<file path="src/rtl/rapcore_bridge_pkg.sv">
// Shared types and constants for the rapcore Wishbone-to-SPI bridge.
// Latency: n/a (declarations only).
// Backpressure: n/a.
package rapcore_bridge_pkg;

    localparam int WORD_W_DEF = 64;

    typedef enum logic [2:0] {
        ST_IDLE,
        ST_EXT,
        ST_SETUP,
        ST_SCK_HI,
        ST_SCK_LO,
        ST_TRAIL,
        ST_HOLD
    } state_t;

    localparam logic [2:0] REG_TXLO   = 3'd0;
    localparam logic [2:0] REG_TXHI   = 3'd1;
    localparam logic [2:0] REG_CTRL   = 3'd2;
    localparam logic [2:0] REG_STATUS = 3'd3;
    localparam logic [2:0] REG_RXLO   = 3'd4;
    localparam logic [2:0] REG_RXHI   = 3'd5;

    localparam int CTRL_START    = 0;
    localparam int CTRL_HOLD     = 1;
    localparam int CTRL_RELEASE  = 2;
    localparam int CTRL_CLR_COLL = 3;

    localparam int STAT_BUSY      = 0;
    localparam int STAT_EXT_OWNER = 1;
    localparam int STAT_CS_ACTIVE = 2;
    localparam int STAT_RX_VALID  = 3;
    localparam int STAT_COLLISION = 4;
    localparam int STAT_PENDING   = 5;

    function automatic logic [31:0] apply_sel(input logic [31:0] cur,
                                              input logic [31:0] wdat,
                                              input logic [3:0]  sel);
        logic [31:0] r;
        for (int b = 0; b < 4; b++) begin
            r[8*b +: 8] = sel[b] ? wdat[8*b +: 8] : cur[8*b +: 8];
        end
        return r;
    endfunction

endpackage

</file>
<file path="src/rtl/rapcore_spi_shifter.sv">
// SPI datapath: tx/rx shift registers, bit counter and SCK half-period counter.
// Latency: shifts/loads take effect on the clock edge the controlling strobe is high.
// Backpressure: none; the arbiter FSM sequences every strobe.
module rapcore_spi_shifter #(
    parameter int CLK_DIV = 4,
    parameter int WORD_W  = 64
) (
    input  logic              clk,
    input  logic              rst_n,
    input  logic              restart,
    input  logic              load,
    input  logic              shift_rx,
    input  logic              shift_tx,
    input  logic              cipo,
    input  logic [WORD_W-1:0] tx_word,
    output logic              tx_msb,
    output logic [WORD_W-1:0] rx_word,
    output logic              div_done,
    output logic              last_bit
);
    localparam int DIV_W = (CLK_DIV > 1) ? $clog2(CLK_DIV) : 1;
    localparam int BIT_W = $clog2(WORD_W + 1);
    localparam logic [DIV_W-1:0] DIV_MAX = DIV_W'(CLK_DIV - 1);
    localparam logic [BIT_W-1:0] BIT_MAX = BIT_W'(WORD_W);

    logic [DIV_W-1:0]  div_cnt;
    logic [BIT_W-1:0]  bit_cnt;
    logic [WORD_W-1:0] tx_sr;

    assign div_done = (div_cnt == DIV_MAX);
    assign last_bit = (bit_cnt == BIT_MAX);
    assign tx_msb   = tx_sr[WORD_W-1];

    always_ff @(posedge clk or negedge rst_n) begin
        if (!rst_n) begin
            div_cnt <= '0;
            bit_cnt <= '0;
            tx_sr   <= '0;
            rx_word <= '0;
        end else begin
            // Saturate so the counter idles quietly between phases.
            if (restart)
                div_cnt <= '0;
            else if (!div_done)
                div_cnt <= div_cnt + DIV_W'(1);

            if (load) begin
                tx_sr   <= tx_word;
                rx_word <= '0;
                bit_cnt <= '0;
            end else begin
                if (shift_rx) begin
                    rx_word <= {rx_word[WORD_W-2:0], cipo};
                    bit_cnt <= bit_cnt + BIT_W'(1);
                end
                if (shift_tx && !last_bit)
                    tx_sr <= {tx_sr[WORD_W-2:0], 1'b0};
            end
        end
    end

endmodule

</file>
<file path="src/rtl/rapcore_spi_bridge.sv">
// Wishbone-to-SPI bridge sharing rapcore's SPI slave port with the external pads.
// Latency: Wishbone ack one cycle after stb&cyc; one word is (2*WORD_W+2)*CLK_DIV cycles.
// Backpressure: first side to claim the SPI bus owns it; an internal start made while the pads own it is held pending.
module rapcore_spi_bridge
    import rapcore_bridge_pkg::*;
#(
    parameter int CLK_DIV = 4,
    parameter int WORD_W  = WORD_W_DEF
) (
    input  logic        wb_clk_i,
    input  logic        wb_rst_n,
    input  logic        wbs_stb_i,
    input  logic        wbs_cyc_i,
    input  logic        wbs_we_i,
    input  logic [3:0]  wbs_sel_i,
    input  logic [31:0] wbs_adr_i,
    input  logic [31:0] wbs_dat_i,
    output logic        wbs_ack_o,
    output logic [31:0] wbs_dat_o,
    input  logic        ext_sck_i,
    input  logic        ext_cs_i,
    input  logic        ext_copi_i,
    output logic        ext_cipo_o,
    output logic        sck_o,
    output logic        cs_o,
    output logic        copi_o,
    input  logic        cipo_i,
    output logic        done_o
);
    state_t            state, nstate;
    logic              ack;
    logic [31:0]       tx_lo, tx_hi, rdat;
    logic [WORD_W-1:0] rx_reg, sh_rx;
    logic              rx_valid, collision, pending, hold_r;
    logic              cs_s1, cs_s2, cs_d;
    logic              div_done, last_bit, tx_msb;

    logic       bus_req, wr, rd, ctrl_wr, start_wr, release_wr, clr_coll_wr, start_ok;
    logic       ext_low, cs_fall, busy;
    logic [2:0] idx;
    logic       unused_adr;

    assign bus_req     = wbs_stb_i & wbs_cyc_i & ~ack;
    assign wr          = bus_req & wbs_we_i;
    assign rd          = bus_req & ~wbs_we_i;
    assign idx         = wbs_adr_i[4:2];
    assign unused_adr  = ^{wbs_adr_i[31:5], wbs_adr_i[1:0]};
    assign ctrl_wr     = wr && (idx == REG_CTRL) && wbs_sel_i[0];
    assign start_wr    = ctrl_wr & wbs_dat_i[CTRL_START];
    assign release_wr  = ctrl_wr & wbs_dat_i[CTRL_RELEASE];
    assign clr_coll_wr = ctrl_wr & wbs_dat_i[CTRL_CLR_COLL];
    assign start_ok    = start_wr & (state inside {ST_IDLE, ST_EXT, ST_HOLD});
    assign ext_low     = ~cs_s2;
    assign cs_fall     = cs_d & ~cs_s2;
    assign busy        = state inside {ST_SETUP, ST_SCK_HI, ST_SCK_LO, ST_TRAIL};
    assign wbs_ack_o   = ack;

    // External claim wins a same-cycle race with an internal start.
    always_comb begin
        nstate     = state;
        sck_o      = 1'b0;
        cs_o       = 1'b1;
        copi_o     = 1'b0;
        ext_cipo_o = 1'b0;
        case (state)
            ST_IDLE: begin
                if (ext_low)                  nstate = ST_EXT;
                else if (start_wr || pending) nstate = ST_SETUP;
            end
            ST_EXT: begin
                sck_o      = ext_sck_i;
                cs_o       = ext_cs_i;
                copi_o     = ext_copi_i;
                ext_cipo_o = cipo_i;
                if (!ext_low) nstate = ST_IDLE;
            end
            ST_SETUP: begin
                cs_o   = 1'b0;
                copi_o = tx_msb;
                if (div_done) nstate = ST_SCK_HI;
            end
            ST_SCK_HI: begin
                cs_o   = 1'b0;
                sck_o  = 1'b1;
                copi_o = tx_msb;
                if (div_done) nstate = ST_SCK_LO;
            end
            ST_SCK_LO: begin
                cs_o   = 1'b0;
                copi_o = tx_msb;
                if (div_done) nstate = last_bit ? ST_TRAIL : ST_SCK_HI;
            end
            ST_TRAIL: begin
                cs_o   = 1'b0;
                copi_o = tx_msb;
                if (div_done) nstate = hold_r ? ST_HOLD : ST_IDLE;
            end
            ST_HOLD: begin
                cs_o = 1'b0;
                if (start_wr)        nstate = ST_SETUP;
                else if (release_wr) nstate = ST_IDLE;
            end
            default: nstate = ST_IDLE;
        endcase
    end

    always_comb begin
        rdat = '0;
        case (idx)
            REG_TXLO:   rdat = tx_lo;
            REG_TXHI:   rdat = tx_hi;
            REG_STATUS: begin
                rdat[STAT_BUSY]      = busy;
                rdat[STAT_EXT_OWNER] = (state == ST_EXT);
                rdat[STAT_CS_ACTIVE] = ~cs_o;
                rdat[STAT_RX_VALID]  = rx_valid;
                rdat[STAT_COLLISION] = collision;
                rdat[STAT_PENDING]   = pending;
            end
            REG_RXLO:   rdat = rx_reg[31:0];
            REG_RXHI:   rdat = rx_reg[63:32];
            default:    rdat = '0;
        endcase
    end

    always_ff @(posedge wb_clk_i or negedge wb_rst_n) begin
        if (!wb_rst_n) begin
            state     <= ST_IDLE;
            ack       <= 1'b0;
            wbs_dat_o <= '0;
            tx_lo     <= '0;
            tx_hi     <= '0;
            rx_reg    <= '0;
            rx_valid  <= 1'b0;
            collision <= 1'b0;
            pending   <= 1'b0;
            hold_r    <= 1'b0;
            done_o    <= 1'b0;
            cs_s1     <= 1'b1;
            cs_s2     <= 1'b1;
            cs_d      <= 1'b1;
        end else begin
            state     <= nstate;
            ack       <= bus_req;
            wbs_dat_o <= rd ? rdat : '0;
            cs_s1     <= ext_cs_i;
            cs_s2     <= cs_s1;
            cs_d      <= cs_s2;

            if (wr && idx == REG_TXLO) tx_lo <= apply_sel(tx_lo, wbs_dat_i, wbs_sel_i);
            if (wr && idx == REG_TXHI) tx_hi <= apply_sel(tx_hi, wbs_dat_i, wbs_sel_i);
            if (start_ok) hold_r <= wbs_dat_i[CTRL_HOLD];

            if (state == ST_IDLE && nstate == ST_SETUP)
                pending <= 1'b0;
            else if (start_wr && (state == ST_EXT || (state == ST_IDLE && ext_low)))
                pending <= 1'b1;

            if (cs_fall && state != ST_IDLE && state != ST_EXT)
                collision <= 1'b1;
            else if (clr_coll_wr)
                collision <= 1'b0;

            done_o <= (state == ST_TRAIL) && div_done;
            if (state == ST_TRAIL && div_done) begin
                rx_reg   <= sh_rx;
                rx_valid <= 1'b1;
            end else if (rd && idx == REG_RXHI) begin
                rx_valid <= 1'b0;
            end
        end
    end

    rapcore_spi_shifter #(
        .CLK_DIV (CLK_DIV),
        .WORD_W  (WORD_W)
    ) u_shifter (
        .clk      (wb_clk_i),
        .rst_n    (wb_rst_n),
        .restart  (nstate != state),
        .load     (nstate == ST_SETUP && state != ST_SETUP),
        .shift_rx (nstate == ST_SCK_HI && state != ST_SCK_HI),
        .shift_tx (nstate == ST_SCK_LO && state == ST_SCK_HI),
        .cipo     (cipo_i),
        .tx_word  ({tx_hi, tx_lo}),
        .tx_msb   (tx_msb),
        .rx_word  (sh_rx),
        .div_done (div_done),
        .last_bit (last_bit)
    );

endmodule

</file>
<file path="config.mk">
export PLATFORM = sky130hd
export DESIGN_NAME = rapcore_spi_bridge
export DESIGN_NICKNAME = d
export VERILOG_FILES = /design/src/rtl/rapcore_bridge_pkg.sv /design/src/rtl/rapcore_spi_shifter.sv /design/src/rtl/rapcore_spi_bridge.sv
export SDC_FILE = /design/constraint.sdc
export NUM_CORES = 1
export LEC_CHECK = 0
export CAP_MARGIN = 0
export CORE_MARGIN = 4
export CORE_UTILIZATION = 35
export DETAILED_ROUTE_END_ITERATION = 8
export DONT_BUFFER_PORTS = 1
export GPL_ROUTABILITY_DRIVEN = 0
export PLACE_DENSITY = 0.57
export SKIP_CTS_REPAIR_TIMING = 1
export SLEW_MARGIN = 30
export SYNTH_ARGS = -nofsm -noshare
export SYNTH_HDL_FRONTEND = slang
export SYNTH_HIERARCHICAL = 1
export SYNTH_SLANG_ARGS = --single-unit
</file>
<file path="constraint.sdc">
create_clock -name wb_clk_i -period 6.4 [get_ports wb_clk_i]
set_input_delay 0.32 -clock wb_clk_i [delete_from_list [all_inputs] [get_ports wb_clk_i]]
set_output_delay 0.32 -clock wb_clk_i [all_outputs]
set_load 0.01 [all_outputs]
</file>
* Word level (Yosys, flattened, before mapping)
Cells that the tools add are included.
** Operators by class
- $add $sub $neg :: 2
- Equality and inequality tests :: 21
- Mux-type cells :: 33
- Bitwise operators :: 13
- Reduce and logical (&&, ||, !) cells :: 38
** Operators by type and width (number)
- $mux 64 :: 4
- $pmux 26 s4 :: 1
- $mux 3 :: 11
- $mux 32 :: 1
- $pmux 6 s5 :: 1
- $pmux 3 s7 :: 1
- $eq 3x2->1 const B :: 6
- $eq 3x3->1 const B :: 6
- $reduce_and 2->1 :: 8
- $logic_and 1x1->1 :: 15
- $mux 7 :: 2
- $reduce_bool 2->1 :: 5
- $and 1x1->1 :: 9
- $add 7x1->7 const B :: 1
- $eq 7x7->1 const B :: 1
- $mux 1 :: 7
- $eq 3x1->1 const B :: 2
- $logic_not 3->1 :: 2
- $ne 3x2->1 const B :: 2
- $pmux 1 s2 :: 3
- $reduce_bool 3->1 :: 2
- $reduce_or 5->1 :: 1
- $mux 2 :: 2
- $not 1->1 :: 4
- 9 further kinds :: 10
** Storage, ports and cells
- Flip-flop bits (word level) :: 309
- Bits of input ports :: 77
- Output and inout bits :: 38

* Logic depth before layout (Yosys ltp)
- Depth in word-level cells :: 15
- Mapped depth :: 15
- Depth with buffers taken out :: 11

* By module
The synthesis kept the hierarchy.
** Modules (own cells, without submodules)
- rapcore_spi_shifter :: times used 1, cells each 822, area an instance 7704.9 um^2
- rapcore_spi_bridge :: times used 1, cells each 653, area an instance 7283.2 um^2

* Worst setup path before layout
Ideal clock, no wire load.
- Path kind :: register to register
- Start point :: register u_shifter.bit_cnt[3]
- End point :: register u_shifter.tx_sr[21]
- Setup time :: 0.124 ns
- Arrival time :: 3.011 ns
- Required time :: 6.276 ns
- Setup slack :: 3.265 ns
- Stages on the path, launching flop included :: 13
- Path buffers :: 5
- Period minus slack after synthesis :: 3.135 ns
- Cells stage by stage :: dfrtp_1 -> or4_4 -> buf_6 -> buf_6 -> nor2_1 -> nand4bb_1 -> a21oi_1 -> a2111oi_4 -> nor3_1 -> clkbuf_1 -> clkbuf_1 -> clkbuf_1 -> o31a_1
** On the way
- Word-level cells in the longest chain between the ends :: 8
- Elaborated cells between the ends (all ways) :: 12
** Ends and longest elaborated chain
- start, declared :: line rapcore_spi_shifter.sv:27 : logic [BIT_W-1:0] bit_cnt;
- start signal, assigned :: line rapcore_spi_shifter.sv:54 : bit_cnt <= bit_cnt + BIT_W'(1);
- $eq 7x7->1 * :: line rapcore_spi_shifter.sv:31 : assign last_bit = (bit_cnt == BIT_MAX);
- net last_bit :: line rapcore_spi_bridge.sv:36 : logic div_done, last_bit, tx_msb;
- $mux 3 (2 in series) :: line rapcore_spi_bridge.sv:91 : if (div_done) nstate = last_bit ? ST_TRAIL : ST_SCK_HI;
- $pmux 3 s7 :: line rapcore_spi_bridge.sv:65 : case (state)
- $eq 3x3->1 :: line rapcore_spi_bridge.sv:183 : .shift_tx (nstate == ST_SCK_LO && state == ST_SCK_HI),
- $logic_and 1x1->1 :: line rapcore_spi_bridge.sv:183
- $logic_and 1x1->1 :: line rapcore_spi_shifter.sv:56 : if (shift_tx && !last_bit)
- $reduce_bool 2->1 (no source line)
- end signal, assigned :: line rapcore_spi_shifter.sv:48 : tx_sr <= tx_word;
- end signal, assigned :: line rapcore_spi_shifter.sv:57 : tx_sr <= {tx_sr[WORD_W-2:0], 1'b0};
- end, declared :: line rapcore_spi_shifter.sv:28 : logic [WORD_W-1:0] tx_sr;
Mark *: on every way through the listed nets, which the timed path passes. The rest lies on a longest branch.
A chain may end at the register's enable or synchronous reset.

* Worst setup path after layout
- Start point :: register u_shifter.div_cnt[0]
- End point :: register u_shifter.rx_word[20]
** On the way
- Word-level cells in the longest chain between the ends :: 6
- Elaborated cells between the ends (all ways) :: 12
** Ends and longest elaborated chain
- start, declared :: line rapcore_spi_shifter.sv:26 : logic [DIV_W-1:0] div_cnt;
- start signal, assigned :: line rapcore_spi_shifter.sv:45 : div_cnt <= div_cnt + DIV_W'(1);
- $eq 2x2->1 * :: line rapcore_spi_shifter.sv:30 : assign div_done = (div_cnt == DIV_MAX);
- net div_done :: line rapcore_spi_bridge.sv:36
- $mux 3 (on tied branches)
- $pmux 3 s7 * :: line rapcore_spi_bridge.sv:65
- $eq 3x2->1 (on tied branches) :: line rapcore_spi_bridge.sv:181, rapcore_spi_bridge.sv:182
- $logic_and 1x1->1 (on tied branches) :: line rapcore_spi_bridge.sv:181, rapcore_spi_bridge.sv:182
- $mux 64 / $reduce_bool 2->1 (equally long branches)
- end signal, assigned :: line rapcore_spi_shifter.sv:53 : rx_word <= {rx_word[WORD_W-2:0], cipo};
- end, declared :: line rapcore_spi_shifter.sv:17 : output logic [WORD_W-1:0] rx_word,
Marked as above.

==> PnR_summary.wiki <==
{| class="wikitable"
! Metric !! Value
|-
| Biggest fanout along the worst timing path || 66
|-
| H-tree levels || 1
|-
| Worst r2r dst || u_shifter/rx_word[20]
|-
| Clock network latency to the later pin of the worst-skew pair || 0.57 ns
|-
| Pin count of the biggest net entering global routing || 310
|-
| Worst EP arrival || 4.81 ns
|-
| Mux contribution to synthesized area || 9.59%
|-
| Unrepaired setup endpoints after global routing || false
|-
| Dominant combinational cell family by area after synthesis || compound AO/OA/AOI/OAI gates
|-
| Most used DFF post-synth || dfrtp_1
|-
| Final setup vio count || 0
|-
| Overall via count from detail_route || 10,600
|-
| Static power due to leakage || 0.00755 uW
|-
| GRT Total Usage || 15.4%
|-
| Drt total wl || 36,700 um
|-
| Seq/Total Area, Yosys || 51.6%
|-
| TritonCTS clock tree || done
|-
| Biggest area contributors in the synthesized netlist || dfrtp_1 (51%), nand2_1 (6.7%), mux2_2 (5.2%)
|-
| Number of antenna violations at the first check in global routing || 4
|-
| Fraction of the mapped netlist area in compound gates || 16.4%
|-
| Area share of the leading cell type in the synthesized netlist || 51.1%
|-
| Period minus WS final || 4.39 ns
|-
| Fraction of final layout cells with drive strength greater than 1 || 14.5%
|-
| Net Count, Synth || 1,556
|-
| Post-route cell area || 16,800 um^2
|-
| Sum Neg Setup Slack || 0 ns
|-
| Number of search-and-repair iterations in the first detailed-routing pass || 5
|-
| Depth of the worst register-to-register path || 12
|-
| Worst Tran Pin Value || 0.983 ns
|-
| GR Overflow Total || 0
|-
| Power density relative to cell area || 420 nW/um^2
|-
| Standard-cell row count || 75
|-
| Die extent in x || 215 um
|-
| Post-Synthesis Cells || 1,475
|-
| Worst-case vdd ir drop || 623 uV
|-
| Xor-xnor portion of the synthesized cell area || 0.409%
|-
| Clock Sinks || 309
|-
| Violations in the final reports || negative hold slack
|-
| Leading cell types in the layout, fill and taps excluded || dfrtp_1 (305), nand2_1 (266), a21oi_1 (93)
|-
| Buffers from clock root to sink, at most || 3
|-
| Share of synthesized cell area in and, or, nand and nor gates || 16.1%
|-
| CP Class || flop to flop
|-
| Growth of design area from synthesis to finish || 12.2%
|-
| Post-DR vias/cell || 5.29
|-
| Ratio of final minimum period to clock period || 68.6%
|-
| Port bufs || 0
|-
| Setup slack on the worst flop-to-flop path || 2.01 ns
|-
| Via count of the first global-routing pass || 10,400
|-
| Number of standard cells in the layout, taps in and fillers out || 2,014
|-
| Inst Count DP || 1,917
|-
| Max Cap Viol || 0
|-
| Final-layout fill cell count || 4,041
|-
| CP Data Required Time || 6.82 ns
|-
| Number of primary I/O pins || 115
|-
| Avg WL per Cell || 18.2 um
|-
| Net count, final || 1,530
|-
| Effective utilization at floorplan || 35.6%
|-
| Adder-cell share of the synthesized area || 0.334%
|-
| Max frequency || 228 MHz
|-
| Post-placement cell area || 15,300 um^2
|-
| Min-Delay Path Class || primary input to asynchronous set/reset pin
|-
| Headroom to the max-slew limit || 34.5%
|-
| Wire length of the first global-routing pass || 59,300 um
|-
| Post-synth top area cell || dfrtp_1
|-
| Std-Cell Core Area || 42,100 um^2
|-
| Num CTS Buffers || 31
|-
| Routed Antenna Nets || 0
|-
| Number of max-slew violations in the final report || 0
|-
| Iteration-0 DRC Markers || 725
|-
| DRC errors left || 0
|-
| CP Capture Type || flop
|-
| Hold_ws || -0.530 ns
|-
| Clock Pin Slew Worst Setup and Hold Paths || 0.06 ns
|-
| Mean post-synth cell area || 10.2 um^2
|-
| Sequential standard cell area || 7740 um^2
|-
| Startpoint of the most critical register-to-register path || u_shifter/div_cnt[0]
|-
| Number of warning messages in the yosys log || 6
|-
| Fraction of registers with async set/reset || 100%
|-
| Multi-input logic area || 6450 um^2
|-
| Commonest non-fill, non-tap cell in the layout || dfrtp_1
|-
| Yosys reg bits || 309
|-
| Layout Skew || 0.0126 ns
|-
| Number of synthesized flops with an enable pin || 0
|-
| Final Hold Violating Endpoints || 309
|-
| Die H || 215 um
|-
| Root buf cell || clkbuf_16
|-
| Detailed placement HPWL || 21,900 um
|-
| Die outline area || 46,200 um^2
|-
| Synth cell types || 62
|-
| Startpoint kind of the worst setup timing path || flop
|-
| Status || finished with violations
|-
| Synthesized area || 15,000 um^2
|}
metrics by stage:
step                      setup WS, ns  util [%]  hold WS, ns  power, uW
after floorplan                   3.27         -       0.0244       4630
after global placement            2.02      36.2       0.0467       5020
after global routing              1.68      39.9       -0.571       7530
after detailed placement          2.00      36.3       0.0452       5100
final                             2.01      39.9       -0.530       7070
after CTS                         1.97      39.0       -0.577       7130
cells in the mapped netlist (all sizes together), types with 6 or more instances:
master	instances
dfrtp	306
nand2	266
a21oi	93
nor2	77
inv	74
nand3	72
mux2	69
mux2i	66
nand2b	66
a22oi	64
o22ai	63
o31a	63
clkbuf	61
buf	53
o21ai	12
nor2b	9
xor2	6
critical path, cell delays in order, from the launching register on:
cell and delay, ns:
dfrtp_1 0.36, ha_1 0.41, nand4_1 0.17, buf_4 0.37
inv_2 0.10, buf_4 0.59, o2bb2ai_1 0.23, a2111oi_4 0.11
a2111oi_4 0.29, buf_4 0.64, buf_4 0.52, mux2i_1 0.26
nor2_1 0.06
cell families (layout without fill, tap and decap cells):
group	count (synthesis)	count (layout)
other cells	0	2
xor+xnor	7	7
compound gates	315	315
simple gates	517	517
fa+ha+maj	4	4
mux	135	135
buf+inv	188	186
flops	309	309
area by class of cell:
class                      count  share of cell area (%)
inverter                      74                    1.65
timing repair buffer          55                    3.21
clock inverter                15                    1.38
sequential                   309                    46.0
clock buffer                  42                    5.34
multi-input combinational    978                    38.4
antenna                        2                  0.0298
tap                          539                    4.01
how the worst max path moves through the flow:
| stage | startpoint | to | slack (ns) | cells after the start |
|---|---|---|---|---|
| floorplan | u_shifter/bit_cnt[3] | u_shifter/tx_sr[21] | 3.27 | 12 |
| global placement | u_shifter/div_cnt[0] | u_shifter/rx_word[21] | 2.02 | 12 |
| detailed placement | u_shifter/div_cnt[0] | u_shifter/rx_word[20] | 2.00 | 12 |
| CTS | u_shifter/div_cnt[0] | u_shifter/rx_word[20] | 1.97 | 12 |
| global route | u_shifter/div_cnt[0] | u_shifter/rx_word[49] | 1.68 | 12 |
| finish | u_shifter/div_cnt[0] | u_shifter/rx_word[20] | 2.01 | 12 |
routing by layer:
layer | global-route usage [%] | vias to the layer above | share of wire (%)
li1 | - | 5040 | -
met1 | 21.9 | 5398 | 46
met3 | 2.81 | 27 | 4.3
met5 | 0 | - | 0.093
met2 | 24.8 | 174 | 49
met4 | 3.39 | 6 | 1.5
power by group:
| part | leakage (uW) | switching [uW] | total, uW | internal (uW) |
|---|---|---|---|---|
| combinational | 0.00287 | 1400 | 2540 | 1140 |
| sequential | 0.00412 | 248 | 2530 | 2280 |
| clock | 0.000564 | 780 | 2000 | 1220 |
(Power assumes the default switching activity.)
